**src/rtl/data_bus_if_if.sv**
```systemverilog
// Signal bundle between the MEM stage, the data-side bus interface and the Wishbone slave.
// Suffixes are from the bus interface's point of view (master modport).
interface data_bus_if_if;
    logic        cpu_ce_i;
    logic        cpu_we_i;
    logic [31:0] cpu_addr_i;
    logic [3:0]  cpu_sel_i;
    logic [31:0] cpu_wdata_i;
    logic [31:0] cpu_rdata_o;
    logic        stallreq_o;
    logic        stall_i;
    logic        flush_i;
    logic        bus_cyc_o;
    logic        bus_stb_o;
    logic        bus_we_o;
    logic [31:0] bus_addr_o;
    logic [3:0]  bus_sel_o;
    logic [31:0] bus_dat_o;
    logic [31:0] bus_dat_i;
    logic        bus_ack_i;
    logic        bus_err_o;

    modport master (
        input  cpu_ce_i, cpu_we_i, cpu_addr_i, cpu_sel_i, cpu_wdata_i,
        input  stall_i, flush_i, bus_dat_i, bus_ack_i,
        output cpu_rdata_o, stallreq_o,
        output bus_cyc_o, bus_stb_o, bus_we_o, bus_addr_o, bus_sel_o, bus_dat_o, bus_err_o
    );

    modport slave (
        output cpu_ce_i, cpu_we_i, cpu_addr_i, cpu_sel_i, cpu_wdata_i,
        output stall_i, flush_i, bus_dat_i, bus_ack_i,
        input  cpu_rdata_o, stallreq_o,
        input  bus_cyc_o, bus_stb_o, bus_we_o, bus_addr_o, bus_sel_o, bus_dat_o, bus_err_o
    );
endinterface

```
**src/rtl/data_bus_if.sv**
```systemverilog
// Data-side bus interface: turns the MEM stage's combinational request into a registered
// Wishbone-classic transaction, stalling the pipeline until ack or timeout.
module data_bus_if #(
    parameter int unsigned TIMEOUT_CYCLES = 255
) (
    input  logic           clk,
    input  logic           rst,
    data_bus_if_if.master  bus
);

    localparam int unsigned CntW = 16;

    typedef enum logic [1:0] {
        IDLE = 2'd0,
        BUSY = 2'd1,
        HOLD = 2'd2
    } state_t;

    state_t            state_q;
    logic              cyc_q;
    logic              we_q;
    logic [31:0]       addr_q;
    logic [3:0]        sel_q;
    logic [31:0]       dat_q;
    logic [31:0]       rbuf_q;
    logic [CntW-1:0]   cnt_q;

    logic start_c;
    logic timeout_c;
    logic done_c;

    // A timeout only counts when the slave did not ack in the same cycle.
    always_comb begin
        start_c   = (state_q == IDLE) && bus.cpu_ce_i && !bus.flush_i;
        timeout_c = (state_q == BUSY) && !bus.bus_ack_i && (cnt_q == CntW'(TIMEOUT_CYCLES));
        done_c    = (state_q == BUSY) && (bus.bus_ack_i || timeout_c);
    end

    // Pipeline-facing signals must react in the request/ack cycle itself.
    always_comb begin
        bus.stallreq_o  = 1'b0;
        bus.cpu_rdata_o = 32'h0;
        bus.bus_err_o   = 1'b0;
        case (state_q)
            IDLE: bus.stallreq_o = bus.cpu_ce_i;
            BUSY: begin
                if (bus.bus_ack_i) begin
                    bus.cpu_rdata_o = bus.bus_dat_i;
                end else if (timeout_c) begin
                    bus.bus_err_o = 1'b1;
                end else begin
                    bus.stallreq_o = 1'b1;
                end
            end
            HOLD:    bus.cpu_rdata_o = rbuf_q;
            default: bus.cpu_rdata_o = 32'h0;
        endcase
        if (bus.flush_i) begin
            bus.stallreq_o = 1'b0;
            bus.bus_err_o  = 1'b0;
        end
    end

    always_ff @(posedge clk) begin
        if (rst) begin
            state_q <= IDLE;
            cyc_q   <= 1'b0;
            we_q    <= 1'b0;
            addr_q  <= 32'h0;
            sel_q   <= 4'h0;
            dat_q   <= 32'h0;
            rbuf_q  <= 32'h0;
            cnt_q   <= '0;
        end else begin
            case (state_q)
                IDLE: begin
                    if (start_c) begin
                        addr_q  <= bus.cpu_addr_i;
                        sel_q   <= bus.cpu_sel_i;
                        we_q    <= bus.cpu_we_i;
                        dat_q   <= bus.cpu_we_i ? bus.cpu_wdata_i : 32'h0;
                        cyc_q   <= 1'b1;
                        cnt_q   <= CntW'(1);
                        state_q <= BUSY;
                    end
                end
                BUSY: begin
                    if (bus.flush_i) begin
                        cyc_q   <= 1'b0;
                        we_q    <= 1'b0;
                        cnt_q   <= '0;
                        state_q <= IDLE;
                    end else if (done_c) begin
                        rbuf_q  <= bus.bus_ack_i ? bus.bus_dat_i : 32'h0;
                        cyc_q   <= 1'b0;
                        we_q    <= 1'b0;
                        cnt_q   <= '0;
                        state_q <= bus.stall_i ? HOLD : IDLE;
                    end else begin
                        cnt_q   <= cnt_q + CntW'(1);
                    end
                end
                HOLD: begin
                    if (bus.flush_i || !bus.stall_i) begin
                        state_q <= IDLE;
                    end
                end
                default: state_q <= IDLE;
            endcase
        end
    end

    assign bus.bus_cyc_o  = cyc_q;
    assign bus.bus_stb_o  = cyc_q;
    assign bus.bus_we_o   = we_q;
    assign bus.bus_addr_o = addr_q;
    assign bus.bus_sel_o  = sel_q;
    assign bus.bus_dat_o  = dat_q;

endmodule

```
**src/flat_wrapper.sv**
```systemverilog
// flat-port wrapper written by rule: the top's interface ports become plain ports
module data_bus_if_flat 
#(
    parameter int unsigned TIMEOUT_CYCLES = 255
)
  (clk, rst, bus_cpu_ce_i, bus_cpu_we_i, bus_cpu_addr_i, bus_cpu_sel_i, bus_cpu_wdata_i, bus_stall_i, bus_flush_i, bus_bus_dat_i, bus_bus_ack_i, bus_cpu_rdata_o, bus_stallreq_o, bus_bus_cyc_o, bus_bus_stb_o, bus_bus_we_o, bus_bus_addr_o, bus_bus_sel_o, bus_bus_dat_o, bus_bus_err_o);
  data_bus_if_if bus_i ();
  input  logic clk;
  input  logic rst;
  input wire logic [$bits(bus_i.cpu_ce_i)-1:0] bus_cpu_ce_i;
  input wire logic [$bits(bus_i.cpu_we_i)-1:0] bus_cpu_we_i;
  input wire logic [$bits(bus_i.cpu_addr_i)-1:0] bus_cpu_addr_i;
  input wire logic [$bits(bus_i.cpu_sel_i)-1:0] bus_cpu_sel_i;
  input wire logic [$bits(bus_i.cpu_wdata_i)-1:0] bus_cpu_wdata_i;
  input wire logic [$bits(bus_i.stall_i)-1:0] bus_stall_i;
  input wire logic [$bits(bus_i.flush_i)-1:0] bus_flush_i;
  input wire logic [$bits(bus_i.bus_dat_i)-1:0] bus_bus_dat_i;
  input wire logic [$bits(bus_i.bus_ack_i)-1:0] bus_bus_ack_i;
  output wire logic [$bits(bus_i.cpu_rdata_o)-1:0] bus_cpu_rdata_o;
  output wire logic [$bits(bus_i.stallreq_o)-1:0] bus_stallreq_o;
  output wire logic [$bits(bus_i.bus_cyc_o)-1:0] bus_bus_cyc_o;
  output wire logic [$bits(bus_i.bus_stb_o)-1:0] bus_bus_stb_o;
  output wire logic [$bits(bus_i.bus_we_o)-1:0] bus_bus_we_o;
  output wire logic [$bits(bus_i.bus_addr_o)-1:0] bus_bus_addr_o;
  output wire logic [$bits(bus_i.bus_sel_o)-1:0] bus_bus_sel_o;
  output wire logic [$bits(bus_i.bus_dat_o)-1:0] bus_bus_dat_o;
  output wire logic [$bits(bus_i.bus_err_o)-1:0] bus_bus_err_o;
  assign bus_i.cpu_ce_i = bus_cpu_ce_i;
  assign bus_i.cpu_we_i = bus_cpu_we_i;
  assign bus_i.cpu_addr_i = bus_cpu_addr_i;
  assign bus_i.cpu_sel_i = bus_cpu_sel_i;
  assign bus_i.cpu_wdata_i = bus_cpu_wdata_i;
  assign bus_i.stall_i = bus_stall_i;
  assign bus_i.flush_i = bus_flush_i;
  assign bus_i.bus_dat_i = bus_bus_dat_i;
  assign bus_i.bus_ack_i = bus_bus_ack_i;
  assign bus_cpu_rdata_o = bus_i.cpu_rdata_o;
  assign bus_stallreq_o = bus_i.stallreq_o;
  assign bus_bus_cyc_o = bus_i.bus_cyc_o;
  assign bus_bus_stb_o = bus_i.bus_stb_o;
  assign bus_bus_we_o = bus_i.bus_we_o;
  assign bus_bus_addr_o = bus_i.bus_addr_o;
  assign bus_bus_sel_o = bus_i.bus_sel_o;
  assign bus_bus_dat_o = bus_i.bus_dat_o;
  assign bus_bus_err_o = bus_i.bus_err_o;
  data_bus_if #(.TIMEOUT_CYCLES(TIMEOUT_CYCLES)) u_core (.clk(clk), .rst(rst), .bus(bus_i));
endmodule
```
**config.mk**
```make
export PLATFORM = sky130hd
export DESIGN_NAME = data_bus_if_flat
export DESIGN_NICKNAME = d
export VERILOG_FILES = /design/src/rtl/data_bus_if_if.sv /design/src/rtl/data_bus_if.sv /design/src/flat_wrapper.sv
export SDC_FILE = /design/constraint.sdc
export NUM_CORES = 1
export LEC_CHECK = 0
export BUFFER_PORTS_ARGS = -buffer_cell sky130_fd_sc_hd__buf_4
export CAP_MARGIN = 10
export CORE_MARGIN = 1.5
export CORE_UTILIZATION = 43
export DETAILED_ROUTE_END_ITERATION = 8
export PLACE_DENSITY = 0.76
export REMOVE_ABC_BUFFERS = 1
export SLEW_MARGIN = 25
export SYNTH_ARGS = -nofsm -noshare
export SYNTH_HDL_FRONTEND = slang
export SYNTH_SLANG_ARGS = --single-unit
```
**constraint.sdc**
```tcl
create_clock -name clk -period 2.1 [get_ports clk]
set_input_delay 0.21 -clock clk [delete_from_list [all_inputs] [get_ports clk]]
set_output_delay 0.21 -clock clk [all_outputs]
set_load 0.02 [all_outputs]
```
Yosys cells after proc, flatten, opt, wreduce, memory -nomap -nowiden --
Index checks and enable logic that the tools add are counted.
Cells by class: reductions and logical operators 17, $add $sub $neg 1, bitwise operators 1, equal/unequal tests 6, mux-type cells 27
Operator list (number):
- $mux 32 | 2
- $pmux 32 s2 | 1
- $mux 16 | 3
- $pmux 16 s2 | 1
- $add 16x1->16 const B | 1
- $eq 16x8->1 const B | 1
- $mux 1 | 11
- $mux 2 | 5
- $reduce_and 3->1 | 3
- $pmux 1 s2 | 3
- $pmux 2 s3 | 1
- $logic_and 1x1->1 | 5
- $ne 2x1->1 const B | 2
- $reduce_and 2->1 | 2
- $logic_not 1->1 | 3
- $ne 3x2->1 const B | 1
- $eq 2x1->1 const B | 1
- $eq 2x2->1 const B | 1
- $logic_not 2->1 | 1
- $logic_or 1x1->1 | 2
- $reduce_bool 2->1 | 1
- $not 1->1 | 1
Word-level totals: input port bits 107, register bits after elaboration 120, output and inout bits 105, logic and storage cells 60

Depth between registers and ports, before layout --
Gate-level depths: netlist (run 1).
depth after elaboration 8, gate-level depth with buffers 8, depth with buffers taken out 7

Least setup slack after synthesis (run 1) --
No wires, ideal clock.
kind flip-flop to flip-flop, start register u_core.cnt_q[0], end register u_core.state_q[1], required time 2.008 ns, cell stages (with the launch flop) 8, data arrival time 1.848 ns, library setup time 0.092 ns, path buffers 1, path slack 0.160 ns, cells stage by stage dfxtp_1 ha_1 and3_1 buf_6 nand2_4 or4_4 a2111o_1 o32ai_1
Between the ends: word-level cells in the longest chain between the ends 6
Ends and longest elaborated chain:
- from (decl) | RTL line data_bus_if.sv:26 | logic [CntW-1:0] cnt_q;
- from (signal assigned) | RTL line data_bus_if.sv:83 | cnt_q <= CntW'(1);
- from (signal assigned) | RTL line data_bus_if.sv:100 | cnt_q <= cnt_q + CntW'(1);
- $eq 16x8->1 | RTL line data_bus_if.sv:35 | timeout_c = (state_q == BUSY) && !bus.bus_ack_i && (cnt_q == CntW'(TIMEOUT_CYCLES));
- $logic_and 1x1->1 | RTL line data_bus_if.sv:35
- $logic_or 1x1->1 | RTL line data_bus_if.sv:36 | done_c = (state_q == BUSY) && (bus.bus_ack_i || timeout_c);
- $logic_and 1x1->1 | RTL line data_bus_if.sv:36
- $ne 3x2->1 (no source line)
- $reduce_and 3->1 (no source line)
- to (signal assigned) | RTL line data_bus_if.sv:98 | state_q <= bus.stall_i ? HOLD : IDLE;
- to (decl) | RTL line data_bus_if.sv:19 | state_t state_q;
Every way passes these cells. A chain may end at the register's enable or synchronous reset.

Worst setup path in the final report (run 1) --
start register u_core.cnt_q[12], end output bus_bus_err_o
Between the ends: word-level cells in the longest chain between the ends 6
Ends and longest elaborated chain:
- $eq 16x8->1 | RTL line data_bus_if.sv:35
- $logic_and 1x1->1 | RTL line data_bus_if.sv:35
- $mux 1 | RTL line data_bus_if.sv:49 | end else if (timeout_c) begin
- $mux 1 | RTL line data_bus_if.sv:47 | if (bus.bus_ack_i) begin
- $mux 1 | RTL line data_bus_if.sv:44 | case (state_q)
- $mux 1 | RTL line data_bus_if.sv:58 | if (bus.flush_i) begin
- to (decl) | RTL line flat_wrapper.sv:27 | output wire logic [$bits(bus_i.bus_err_o)-1:0] bus_bus_err_o;
Every way passes these cells.

==> summary.txt, run 1 <==
Outcome: finished, violations left
Failing checks: negative setup slack
CTS tree: yes
Hold_sp: bus_bus_dat_i[15]
WL per Instance: 15.78 um
Critical path class: reg2out
RD Place Congestion: 0.8194
Clock Tree Buf Depth: 2
Syn Area/Cell: 8.376 um^2
Seq/Total Area, Yosys: 0.4845
Top cells by area, synth: dfxtp_1 (48%), nand2_1 (8.7%), a21oi_1 (7.5%), a22o_1 (5.7%), nand3_1 (4.8%)
DR iter-0 viols: 349
Count of input and output buffers: 211
Largest family of logic cells by synthesized area: simple AND/OR/NAND/NOR gates
Max-slew violation count: 0
Number of global-route vias before repair: 4599
Post-Synth Simple-Gate Area: 0.2369
Largest fanout on the critical path: 3
Hold Crit Depth: 2
Reg2Reg Depth: 9
Initial Util: 0.4380
Type of the worst min-delay path: in2reg
Layout area overhead: 55.51%
H-tree Lvls: 4
Sink Count: 120
Crit path time final: 2118 ps
Worst path required time: 1890 ps
Diode count: 0
Worst slew pin tran: 552.1 ps
Root Driver: clkbuf_16
Final ANT Viol Nets: 0
Hpwl dp: 9927 um
Reg2reg setup slack: 50 ps
Max VDD drop: 0.6082 mV
Largest net degree at the start of global routing: 70
Proportion of synthesized area in mux cells: 0.002019
Crit start category: register
Final hold violations: 0
Top_reg_cell synth: dfxtp_1
CP Depth: 5
Leak Pwr: 0.003176 uW
Chip width: 110.4 um
Compound-Gate Fraction of Synth Area: 0.2044
Share of post-route cells with drive strength above 1: 0.3866
I/O pin cnt: 212
DR DRC count: 0
TritonRoute pass-1 iters: 5
Post-route clock period utilization: 1.009
Max cap viols: 0
CP max-delay cell: or4_4
Initial antenna violation count: 0
DR vias: 5235
Cells along the critical path: nor4_4 -> nand2_1 -> or4_4 -> nor2_4 -> buf_6
GRT Total Usage: 0.2286
Die Ht: 110.4 um
CORE AREA: 0.01132 mm^2
Mapped Cells: 592
Final TNS setup: -18.40 ps
Maximum clock frequency: 472.1 MHz
CTS Buf Count: 17
Crit-path max cell delay: 520 ps
Routed vias/inst: 5.436
Critical path data arrival time: 1910 ps
CTS Hold Bufs: 0
Drt total wl: 15190 um
Synth cell types: 42
Crit-path leading delay family: simple AND/OR/NAND/NOR gates
CP bufs+invs: 1
Reg-to-Reg Start: u_core.state_q[1]
Hold endpoint: u_core.rbuf_q[15]
EDFF count, synth: 0
Place WS: -88.58 ps
Xor and xnor area share after synthesis: 0.01413
Nets: 921
Clk_skew: 7.665 ps
First-pass GRT wire length: 21720 um
Synth Area in Adders: 0.01262
FFs w/ async S/R, synth: 0
Synth warn: 0
Endpoints failing setup: 1
Slew margin rel.: 0.6312
RSZ-0062 raised after global routing: true
Fin worst setup slack: -18.40 ps
Post-synth top area share: 0.4845
# rows: 39
Worst R2R End: u_core.cnt_q[7]
Grt total ovfl: 0
Post-synth top area cell: dfxtp_1
P per Cell Area: 855.4 mW/mm^2
CP endpoint kind: output pin
Clock-pin slew on the worst setup and hold paths: 50 ps
Die Area: 0.01218 mm^2
Number of synthesized register bits: 120
Worst skew pair latency: 400 ps
Post-synthesis cell area: 0.004959 mm^2
-- metrics by stage --
step / hold WS (ps) / utilization / std cells / total power [uW] / area (um^2)
floorplan: 279.1 / - / 542 / 3049 / 4760
global placement: 436.1 / 0.5944 / 913 / 3595 / 6729
detailed placement: 441.7 / 0.5944 / 913 / 3629 / 6729
CTS: 12.63 / 0.6592 / 948 / 6544 / 7462
global route: 17.06 / 0.6811 / 963 / 6838 / 7711
finish: 33.39 / 0.6811 / 963 / 6596 / 7711
-- flip-flops by register name, summed over array words and instances (netlist names) --
| name | count |
|---|---|
| u_core.bus.bus_sel_o | 4 |
| u_core.rbuf_q | 32 |
| u_core.bus.bus_cyc_o | 1 |
| u_core.bus.bus_addr_o | 32 |
| u_core.cnt_q | 16 |
| u_core.bus.bus_we_o | 1 |
| u_core.bus.bus_dat_o | 32 |
| u_core.state_q | 2 |
-- placed cells by master (no fill, tap or decap), drive strengths merged, types with 2 or more instances in the layout --
master / netlist / layout
nor4: 3 / 3
nor2b: 32 / 32
and3: 4 / 4
nor2: 19 / 19
clkbuf: 43 / 23
nor3: 4 / 4
or4b: 2 / 2
nand3b: 2 / 2
nand3: 48 / 48
a22oi: 32 / 32
xor2: 2 / 2
bufinv: 0 / 3
nand4b: 2 / 2
a311oi: 2 / 2
clkinv: 0 / 4
nand4: 3 / 3
a22o: 32 / 32
clkinvlp: 0 / 2
o21ai: 6 / 6
inv: 7 / 7
ha: 5 / 5
a31oi: 5 / 5
a21oi: 74 / 74
nand2: 116 / 116
xnor2: 6 / 6
dfxtp: 120 / 120
buf: 7 / 246
nand2b: 3 / 3
-- Yosys cell counts (4+ instances only) --
library cell	instances
ha_1	5
nor2b_1	32
buf_1	5
nor3_1	4
a31oi_1	5
o21ai_0	6
nand2_1	115
clkbuf_1	43
xnor2_1	6
nand3_1	48
a21oi_1	74
nor2_1	19
dfxtp_1	120
inv_1	7
a22o_1	32
a22oi_1	32
-- layer usage --
metal	global-route usage	share of wire	vias up
li1	-	-	2512
met1	0.2719	0.40	2414
met2	0.3832	0.49	277
met3	0.06526	0.088	32
met4	0.1007	0.024	0
met5	0	0	-
-- power breakdown --
part	switching, uW	leakage [uW]	total, uW	internal (uW)
clock	974	0.000285	2880	1900
combinational	664	0.00191	1250	590
sequential	70.9	0.000979	2460	2390
-- timing repair --
action	4_1_cts	5_1_grt
setup buffers	5	13
endpoints found under the hold margin	0	0
gates cloned	1	2
resized for setup	26	29
pin swaps	7	4
setup endpoints to repair	43	25
-- worst max-delay path by stage --
stage                             endpoint         startpoint  slack [ps]
after CTS                   bus_stallreq_o   u_core.cnt_q[12]         -30
after global placement     u_core.cnt_q[8]    u_core.cnt_q[0]         110
final                        bus_bus_err_o   u_core.cnt_q[12]         -20
after floorplan           u_core.rbuf_q[0]  u_core.state_q[1]       -1480
after detailed placement  u_core.cnt_q[11]    u_core.cnt_q[0]         -90
after global routing         bus_bus_err_o   u_core.cnt_q[12]         -80
-- cells by family (layout without fill, tap and decap cells) --
logic type | after synthesis | in the layout
mux | 1 | 1
buf+inv | 57 | 285
xor+xnor | 8 | 8
fa+ha+maj | 5 | 5
simple gates | 245 | 245
flops | 120 | 120
compound gates | 156 | 156
-- cell type report --
type | instances | area (um^2)
Fill cell | 858 | 3610
Multi-Input combinational cell | 415 | 2512
Sequential cell | 120 | 2425
Timing Repair Buffer | 248 | 1978
Clock buffer | 21 | 460.4
Tap cell | 143 | 178.9
Clock inverter | 9 | 125.1
Inverter | 7 | 31.28
No activity file was read; power rests on OpenSTA's default activity.
==> run 2, diff against run 1 <==
- CORE_UTILIZATION: 43 -> 35
- PLACE_DENSITY: 0.76 -> not set
==> run 2 against run 1 <==
The flow still finishes with violations (negative setup slack); count of clock-buffer cells in the layout increased by 4; routed wire length increased by 1.1%; final cell count increased by 3.3%; design area decreased by 0.32%; worst hold slack got worse by 7.7 ps; utilization decreased by 13 points; global-route usage decreased by 3.1 points; clock skew increased by 2.0 ps.
==> summary.txt, run 2 (same netlist as run 1, synthesis figures left out) <==
Outcome: finished, violations left
Failing checks: negative setup slack
Clock-pin slew on the worst setup and hold paths: 50 ps (about the same)
Place WS: -8.982 ps (+79.60 ps)
Final hold violations: 0 (unchanged)
DR DRC count: 0 (unchanged)
Commonest non-fill, non-tap cell in the layout: buf_4
H-tree Lvls: 4 (unchanged)
Share of post-route cells with drive strength above 1: 0.3791 (-0.007444)
Placed Cells incl. Taps: 951 (+4.2%)
DR iter-0 viols: 296 (-15%)
Layout area overhead: 55.01%
Worst path required time: 1890 ps (about the same)
Final ANT Viol Nets: 0 (unchanged)
RSZ-0062 raised after global routing: true
GRT Total Usage: 0.1978 (-0.03085)
WHS: 25.73 ps (-7.658 ps)
Count of input and output buffers: 211 (unchanged)
Highest metal layer with signal wires: met4
Diode count: 0 (unchanged)
Routed vias/inst: 5.099 (-6.2%)
Root Driver: clkbuf_16
Critical path data arrival time: 1910 ps (about the same)
Nets: 918 (-0.33%)
Metal1 wirelength: 6802 um (+11%)
DR vias: 5074 (-3.1%)
CTS Hold Bufs: 0 (unchanged)
Clock Tree Buf Depth: 2 (unchanged)
Crit start category: register
Worst slew pin tran: 442.1 ps (-109.9 ps)
Chip width: 122.0 um (+11%)
Critical path class: reg2out
Cells along the critical path: ha_4 -> and3_4 -> nand2_4 -> or4_4 -> nor2_4 -> buf_6
Max-slew violation count: 0 (unchanged)
Crit-path leading delay family: simple AND/OR/NAND/NOR gates
Grt total ovfl: 0 (unchanged)
Sink Count: 120 (unchanged)
Post-Layout Cell Count: 995 (+3.3%)
First-pass GRT wire length: 23110 um (+6.4%)
Largest fanout on the critical path: 3 (unchanged)
Initial Util: 0.3572 (-0.08078)
Clk_skew: 9.632 ps (+1.966 ps)
Endpoints failing setup: 1 (unchanged)
Leak Pwr: 0.003136 uW (-1.3%)
Fin worst setup slack: -20.91 ps (-2.514 ps)
Hpwl dp: 10010 um (+0.81%)
CP max-delay cell: or4_4
Worst skew pair latency: 410 ps (about the same)
CP endpoint kind: output pin
CORE AREA: 0.01388 mm^2 (+23%)
TritonRoute pass-1 iters: 4 (-1)
Slew margin rel.: 0.7052 (+0.07403)
Max cap viols: 0 (unchanged)
Routed wl met2: 7181 um (-2.8%)
Post-layout util: 0.5537 (-0.1274)
CTS Buf Count: 17 (unchanged)
Die Ht: 122.0 um (+11%)
Most frequent cells in the layout: buf_4 (232), nand2_1 (115), dfxtp_1 (111), a21oi_1 (73), nand3_1 (47)
Die Area: 0.01489 mm^2 (+22%)
WL per Instance: 15.44 um (-2.1%)
RD Place Congestion: 0.8430 (+2.9%)
Initial antenna violation count: 0 (unchanged)
I/O pin cnt: 212 (unchanged)
Crit-path max cell delay: 540 ps (+20 ps)
Number of global-route vias before repair: 4549 (-1.1%)
Metal3 WL: 1293 um (-3.1%)
Type of the worst min-delay path: in2reg
Post-route clock period utilization: 1.010 (+0.001197)
CTS tree: yes
P per Cell Area: 834.3 mW/mm^2 (-2.5%)
# rows: 43 (+10%)
Drt total wl: 15360 um (+1.1%)
Crit path time final: 2121 ps (+2.514 ps)
CP bufs+invs: 1 (unchanged)
Largest net degree at the start of global routing: 70 (unchanged)
Max VDD drop: 0.5438 mV (-11%)
Maximum clock frequency: 471.5 MHz (-0.12%)
## run 2: cell count changes in the layout (fill, tap and decap cells not counted), sizes merged
cell      before  now
clkinv         4    1
buf          246  244
bufinv         3    1
clkbuf        23   26
clkinvlp       2    1
## run 2: worst reg2reg max path: cells and delay by family (launching register included)
kind / cells / cell delay [ps]
flops: 1 / 350
simple gates: 3 / 810
fa+ha+maj: 1 / 140
compound gates: 2 / 500
buf+inv: 1 / 150
## run 2: final cells by class
| cell class | count | area (um^2) |
|---|---|---|
| Clock inverter | 3 | 42.54 |
| Sequential cell | 120 | 2419 |
| Timing Repair Buffer | 245 | 1966 |
| Multi-Input combinational cell | 415 | 2507 |
| Inverter | 7 | 31.28 |
| Fill cell | 1260 | 6195 |
| Tap cell | 180 | 225.2 |
| Clock buffer | 25 | 495.5 |
## run 2: path summary, 6_finish.rpt
check,startpoint,end,slack (ps),depth (start not counted)
setup / recovery,u_core.cnt_q[1],bus_bus_err_o,-20,6
hold / removal,bus_bus_dat_i[22],u_core.rbuf_q[22],30,2
setup reg to reg,u_core.cnt_q[1],u_core.state_q[1],60,7
hold reg to reg,u_core.bus.bus_dat_o[24],u_core.bus.bus_dat_o[24],450,2
## run 2: what timing repair did
item	CTS	global route
gates cloned	2	1
resized for setup	23	36
pin swaps	7	9
setup endpoints to repair	37	43
buffers inserted	8	8
## run 2: stage by stage
stage	TNS [ps]	power [uW]	cell area, um^2
detailed placement	-27.44	3625	6770
CTS	-60.29	6405	7510
finish	-20.91	6413	7686
floorplan	-89640	3049	4760
global route	-569.4	6707	7686
global placement	0	3606	6770
## run 2: per-layer routing
layer / vias up / global-route usage
li1: 2491 / -
met1: 2366 / 0.2570
met2: 208 / 0.3104
met3: 9 / 0.06461
met4: 0 / 0.06250
met5: - / 0
## run 2: report_power, final
group	total (uW)	leakage (uW)	internal, uW	switching, uW
clock network	2680	0.000261	1720	960
logic	1270	0.00190	596	673
registers	2460	0.000978	2390	65.5
